$ cat src/rtl/ifb_pkg.sv
// ifb_pkg: shared types and constants for the instruction fetch buffer
package ifb_pkg;
  localparam int XLEN = 32;
  localparam int ILEN = 32;
  localparam logic [XLEN-1:0] IFB_RESET_PC = 32'h0000_0000;

  typedef enum logic [1:0] {
    S_RUN,
    S_WAIT,
    S_DROP
  } ifb_state_e;

  typedef struct packed {
    logic [XLEN-1:0] pc;
    logic [ILEN-1:0] inst;
  } ifb_entry_t;

  // Fetch addresses are always word aligned; low bits from the selector are dropped.
  function automatic logic [XLEN-1:0] word_align(input logic [XLEN-1:0] a);
    return {a[XLEN-1:2], 2'b00};
  endfunction
endpackage

$ cat src/rtl/ifb_fifo.sv
// ifb_fifo: DEPTH-entry synchronous FIFO of {pc, inst}; clear beats push/pop
module ifb_fifo
  import ifb_pkg::*;
#(
  parameter int DEPTH = 2,
  localparam int AW = $clog2(DEPTH)
) (
  input  logic       clk,
  input  logic       rst_n,
  input  logic       push_i,
  input  logic       pop_i,
  input  logic       clear_i,
  input  ifb_entry_t wdata_i,
  output ifb_entry_t rdata_o,
  output logic [AW:0] count_o,
  output logic       full_o,
  output logic       empty_o
);
  localparam logic [AW:0] CAP = (AW + 1)'(DEPTH);

  ifb_entry_t    mem_q [DEPTH];
  logic [AW-1:0] wr_q, rd_q;
  logic [AW:0]   cnt_q;
  logic          do_push, do_pop;

  assign full_o  = cnt_q == CAP;
  assign empty_o = cnt_q == '0;
  assign count_o = cnt_q;
  assign rdata_o = mem_q[rd_q];
  // A pop frees the slot the push lands in, so push at full is fine when popping.
  assign do_pop  = pop_i & ~empty_o;
  assign do_push = push_i & (~full_o | do_pop);

  // Pointers wrap naturally at the power-of-two depth.
  always_ff @(posedge clk)
    if (!rst_n || clear_i) begin
      wr_q  <= '0;
      rd_q  <= '0;
      cnt_q <= '0;
    end else begin
      if (do_push) wr_q <= wr_q + 1'b1;
      if (do_pop) rd_q <= rd_q + 1'b1;
      cnt_q <= cnt_q + {{AW{1'b0}}, do_push} - {{AW{1'b0}}, do_pop};
    end

  // Storage needs no reset; occupancy alone decides what is valid.
  always_ff @(posedge clk)
    if (do_push && !clear_i) mem_q[wr_q] <= wdata_i;
endmodule

$ cat src/rtl/ifetch_buffer.sv
// ifetch_buffer: fetch PC, single-outstanding imem requests, queued hand-off to decode.
// Define IFB_BYPASS_EN to forward a response straight to decode when the FIFO is empty.
module ifetch_buffer
  import ifb_pkg::*;
#(
  parameter logic [31:0] RESET_PC = IFB_RESET_PC,
  parameter int          DEPTH    = 2
) (
  input  logic        clk,
  input  logic        rst_n,
  input  logic [31:0] next_pc,
  input  logic        flush,
  input  logic [31:0] redirect_pc,
  output logic        imem_req,
  output logic [31:0] imem_addr,
  input  logic        imem_gnt,
  input  logic        imem_rvalid,
  input  logic [31:0] imem_rdata,
  output logic [31:0] pc_current,
  output logic        id_valid,
  input  logic        id_ready,
  output logic [31:0] id_pc,
  output logic [31:0] id_inst
);
  localparam int AW = $clog2(DEPTH);
`ifdef IFB_BYPASS_EN
  localparam bit BYP_EN = 1'b1;
`else
  localparam bit BYP_EN = 1'b0;
`endif

  ifb_state_e  state_q;
  logic [31:0] pc_q, tag_q;
  logic        gnt, byp, push, pop, full, empty;
  logic [AW:0] count;
  ifb_entry_t  head;

  // Pops in the same cycle do not free a slot for a new request.
  assign imem_req   = rst_n && state_q == S_RUN && !full;
  assign gnt        = imem_req && imem_gnt;
  assign imem_addr  = pc_q;
  assign pc_current = pc_q;

  assign byp      = BYP_EN && state_q == S_WAIT && imem_rvalid && !flush && count == '0;
  assign id_valid = rst_n && (!empty || byp);
  assign id_pc    = byp ? tag_q : head.pc;
  assign id_inst  = byp ? imem_rdata : head.inst;
  assign push     = state_q == S_WAIT && imem_rvalid && !flush && !(byp && id_ready);
  assign pop      = id_valid && id_ready && !byp;

  ifb_fifo #(.DEPTH(DEPTH)) u_fifo (
    .clk    (clk),
    .rst_n  (rst_n),
    .push_i (push),
    .pop_i  (pop),
    .clear_i(flush),
    .wdata_i('{pc: tag_q, inst: imem_rdata}),
    .rdata_o(head),
    .count_o(count),
    .full_o (full),
    .empty_o(empty)
  );

  // Fetch FSM with the architectural PC; a flush kills any in-flight response.
  always_ff @(posedge clk)
    if (!rst_n) begin
      state_q <= S_RUN;
      pc_q    <= RESET_PC;
      tag_q   <= RESET_PC;
    end else if (flush) begin
      pc_q    <= word_align(redirect_pc);
      state_q <= state_q == S_RUN ? (gnt ? S_DROP : S_RUN) : (imem_rvalid ? S_RUN : S_DROP);
    end else begin
      case (state_q)
        S_RUN:
          if (gnt) begin
            pc_q    <= word_align(next_pc);
            tag_q   <= pc_q;
            state_q <= S_WAIT;
          end
        default:
          if (imem_rvalid) state_q <= S_RUN;
      endcase
    end
endmodule

$ cat config.mk
export PLATFORM = sky130hd
export DESIGN_NAME = ifetch_buffer
export DESIGN_NICKNAME = d
export VERILOG_FILES = /design/src/rtl/ifb_pkg.sv /design/src/rtl/ifb_fifo.sv /design/src/rtl/ifetch_buffer.sv
export SDC_FILE = /design/constraint.sdc
export NUM_CORES = 1
export LEC_CHECK = 0
export ABC_AREA = 1
export CORE_UTILIZATION = 44
export CTS_BUF_LIST = sky130_fd_sc_hd__clkbuf_8 sky130_fd_sc_hd__clkbuf_16
export DETAILED_ROUTE_END_ITERATION = 16
export PLACE_DENSITY = 0.87
export SLEW_MARGIN = 20
export SYNTH_ARGS = -nofsm -noshare
export SYNTH_HDL_FRONTEND = slang
export SYNTH_HIERARCHICAL = 1
export SYNTH_SLANG_ARGS = --single-unit
$ cat constraint.sdc
create_clock -name clk -period 6.19 [get_ports clk]
set_input_delay 0.619 -clock clk [delete_from_list [all_inputs] [get_ports clk]]
set_output_delay 0.619 -clock clk [all_outputs]
set_load 0.05 [all_outputs]
==> flow_metrics.tcl <==
set metrics [dict create \
    power_leakage_nw 4.480 \
    grt_max_degree 65 \
    start_util 0.4526 \
    worst_ir_drop_vdd_mv 0.1706 \
    wl_per_cell_um 14.66 \
    postCtsSetupBuffers 0 \
    nets 1037 \
    syn-instance-count 749 \
    area_growth_pct 31.19 \
    grt.met1_usage 0.1991 \
    critPathTopFamily "buffers and inverters" \
    hp-start "tag_q[24]" \
    insertion_delay_ns 0.42 \
    endpoint_kind "output port" \
    power_density_nw_per_um2 259.7 \
    status "complete, no violations" \
    cp_max_fo 39 \
    postSynthAreaPerCell_um2 11.42 \
    port_buffers 223 \
    setup_ws_ns 2.637 \
    grt_use_met3 0.04219 \
    gp_congestion 0.8113 \
    drive_gt1_frac 0.1521 \
    required_ns 5.57 \
    min_path_cells 0 \
    yosysSeqAreaShare 0.6063 \
    drt_pre_antenna_iters 4 \
    synth.largest_area_cell "edfxtp_1" \
    post-route-period-util 0.5740 \
    die_y_um 141.4 \
    yosys_register_bits 195 \
    r2r-end "u_fifo/mem_q[1][62]" \
    drc 0 \
    netlist_area_um2 8552 \
    cts_root_buf "clkbuf_16" \
    crit_type "register to output port" \
    dr_total_vias 5585 \
    maxClockFrequency_mhz 281.4 \
    r2r_setup_slack_ns 3.32 \
    grtUsageTotal 0.1795 \
    ys_types 28 \
    cts_buffer_depth 2 \
    antenna_found_initial 0 \
    place_hpwl_mm 11.73 \
    yosysTopAreaCellShare 0.4495 \
    cts_resized 0 \
    ioPinCount 232 \
    final_max_slew_viol_count 0 \
    hp-class "register to register" \
    tightest_slew_ns 0.9232 \
    dpl_cell_area_um2 10630 \
    drtIter0Drc 288 \
    startpoint_type "register" \
    finalSetupViolCount 0 \
    overflow 0 \
    max_slew_margin 0.3833 \
    drt_wl_total_mm 17.69 \
    register_area_um2 5189 \
    ant_nets 0 \
    multi_input_area_um2 2681 \
    grt_pass1_vias 5547 \
    finalSetupTns_ns 0 \
    rows 50 \
    cts_tree "built" \
    hold_buffers 0 \
    dieArea_um2 20000 \
    yosysWarningCount 6 \
    cts_sinks 195 \
    r2r_cells 5 \
    use_met2 0.3299 \
    cp_cell_sequence "buf_4 -> mux2_2 -> clkdlybuf4s50_1" \
    fillers 1475 \
    die_x_um 141.4 \
    worstPathBufferInverterCount 2 \
    clk_pin_slew_ns 0.07 \
    grt_pass1_wl_mm 27.37 \
    core_area_um2 18890 \
    finalCriticalPeriod_ns 3.553 \
    antennaDiodeCount 0 \
    arrival_ns 2.93 \
    dp_slack_ns 2.551 \
    stdcell_area_um2 11220 \
    critPathMaxStageDelay_ns 0.71 \
    slowest_stage "clkdlybuf4s50_1" \
    synth.area.top_cells "edfxtp_1 45%, dfxtp_1 16%, mux2_4 11%" \
    grt_setup_unrepaired "false" \
    cts_buffers 17 \
    top_usage_layer "met2" \
    htreeDepth 4 \
    cap_violations 0 \
    hold_viol 0 \
    skew_ns 0.01065 \
    hold_path_end "u_fifo/mem_q[0][56]" \
    worstReg2RegStart "state_q[0]" \
    vias_per_cell 4.627 \
]
-- cells by family (layout without fill, tap and decap cells) --
kind of cell	count (synthesis)	in the layout	share of synthesized area
and+or+nand+nor	370	370	0.1934
DFF	195	195	0.6063
buffers and inverters	114	305	0.08544
muxes	64	64	0.1106
AOI/OAI and AO/OA	4	4	0.002341
adders and majority gates	1	1	0.001463
other	1	8	0.0004385
-- state kept, by name, indices dropped and copies added (netlist names), named ones only --
signal,count
u_fifo/count_o,2
state_q,2
u_fifo/mem_q,128
u_fifo/wr_q,1
tag_q,30
imem_addr,30
u_fifo/rd_q,1
-- worst reg2reg max path: cells and delay by family, from the launching register on --
family / cells / cell delay [ns]
buf+inv: 2 / 0.70
flops: 1 / 0.42
simple gates: 3 / 1.34
-- Yosys cell counts (all sizes together) --
master and number:
a21oi 2, buf 58, clkbuf 12, conb 1
dfxtp 67, edfxtp 128, ha 1, inv 44
mux2 64, nand2 196, nand3 3, nand3b 31
nand4 1, nor2 134, nor3 1, nor3b 2
nor4 2, o21ai 2
-- layout make-up --
class | count | share of cell area
flip-flops and latches | 195 | 0.4625
repair buffers | 229 | 0.2021
well taps | 260 | 0.02900
multi-input cells | 447 | 0.2390
clock inverters | 15 | 0.01461
clock buffers | 17 | 0.03792
inverters | 44 | 0.01494
-- per-layer routing --
layer,share of wire,vias up
li1,-,2769
met5,0,-
met2,0.53,175
met1,0.40,2627
met3,0.054,14
met4,0.014,0
-- placed cells by master, fill, tap and decap left out, types with 4 or more instances in the layout --
| cell | n |
|---|---|
| nand2_1 | 196 |
| nor2_1 | 100 |
| inv_6 | 6 |
| nand3b_1 | 31 |
| dfxtp_1 | 66 |
| mux2_2 | 4 |
| buf_4 | 6 |
| mux2_4 | 60 |
| clkbuf_16 | 17 |
| inv_1 | 41 |
| clkdlybuf4s50_1 | 221 |
| edfxtp_1 | 128 |
| conb_1 | 8 |
| nor2_2 | 31 |
-- stage by stage --
step / hold slack (ns) / instances / utilization / power [W]
global route: 0.4670 / 1207 / 0.5938 / 0.003024
floorplan: 0.4256 / 756 / - / 0.001733
finish: 0.4517 / 1207 / 0.5938 / 0.002914
CTS: 0.4515 / 1207 / 0.5938 / 0.002942
detailed placement: 0.4390 / 1175 / 0.5626 / 0.001864
global placement: 0.4287 / 1175 / 0.5626 / 0.001854
-- how the worst max path moves through the flow --
stage	slack [ns]	to	cells past startpoint	from
2_1_floorplan	1.53	u_fifo/mem_q[1][0]	5	flush
3_3_place_gp	2.57	u_fifo/mem_q[1][22]	9	rst_n
3_5_place_dp	2.55	u_fifo/mem_q[1][13]	9	rst_n
4_1_cts	2.56	id_pc[26]	3	register
5_1_grt	2.52	id_pc[26]	3	register
6_report	2.64	id_pc[26]	3	register
-- report_power, final --
part	switching, W	internal, W
registers	0.0000285	0.00141
clock network	0.000505	0.000574
logic	0.000238	0.000155
Power figures use the tool's default switching activity.
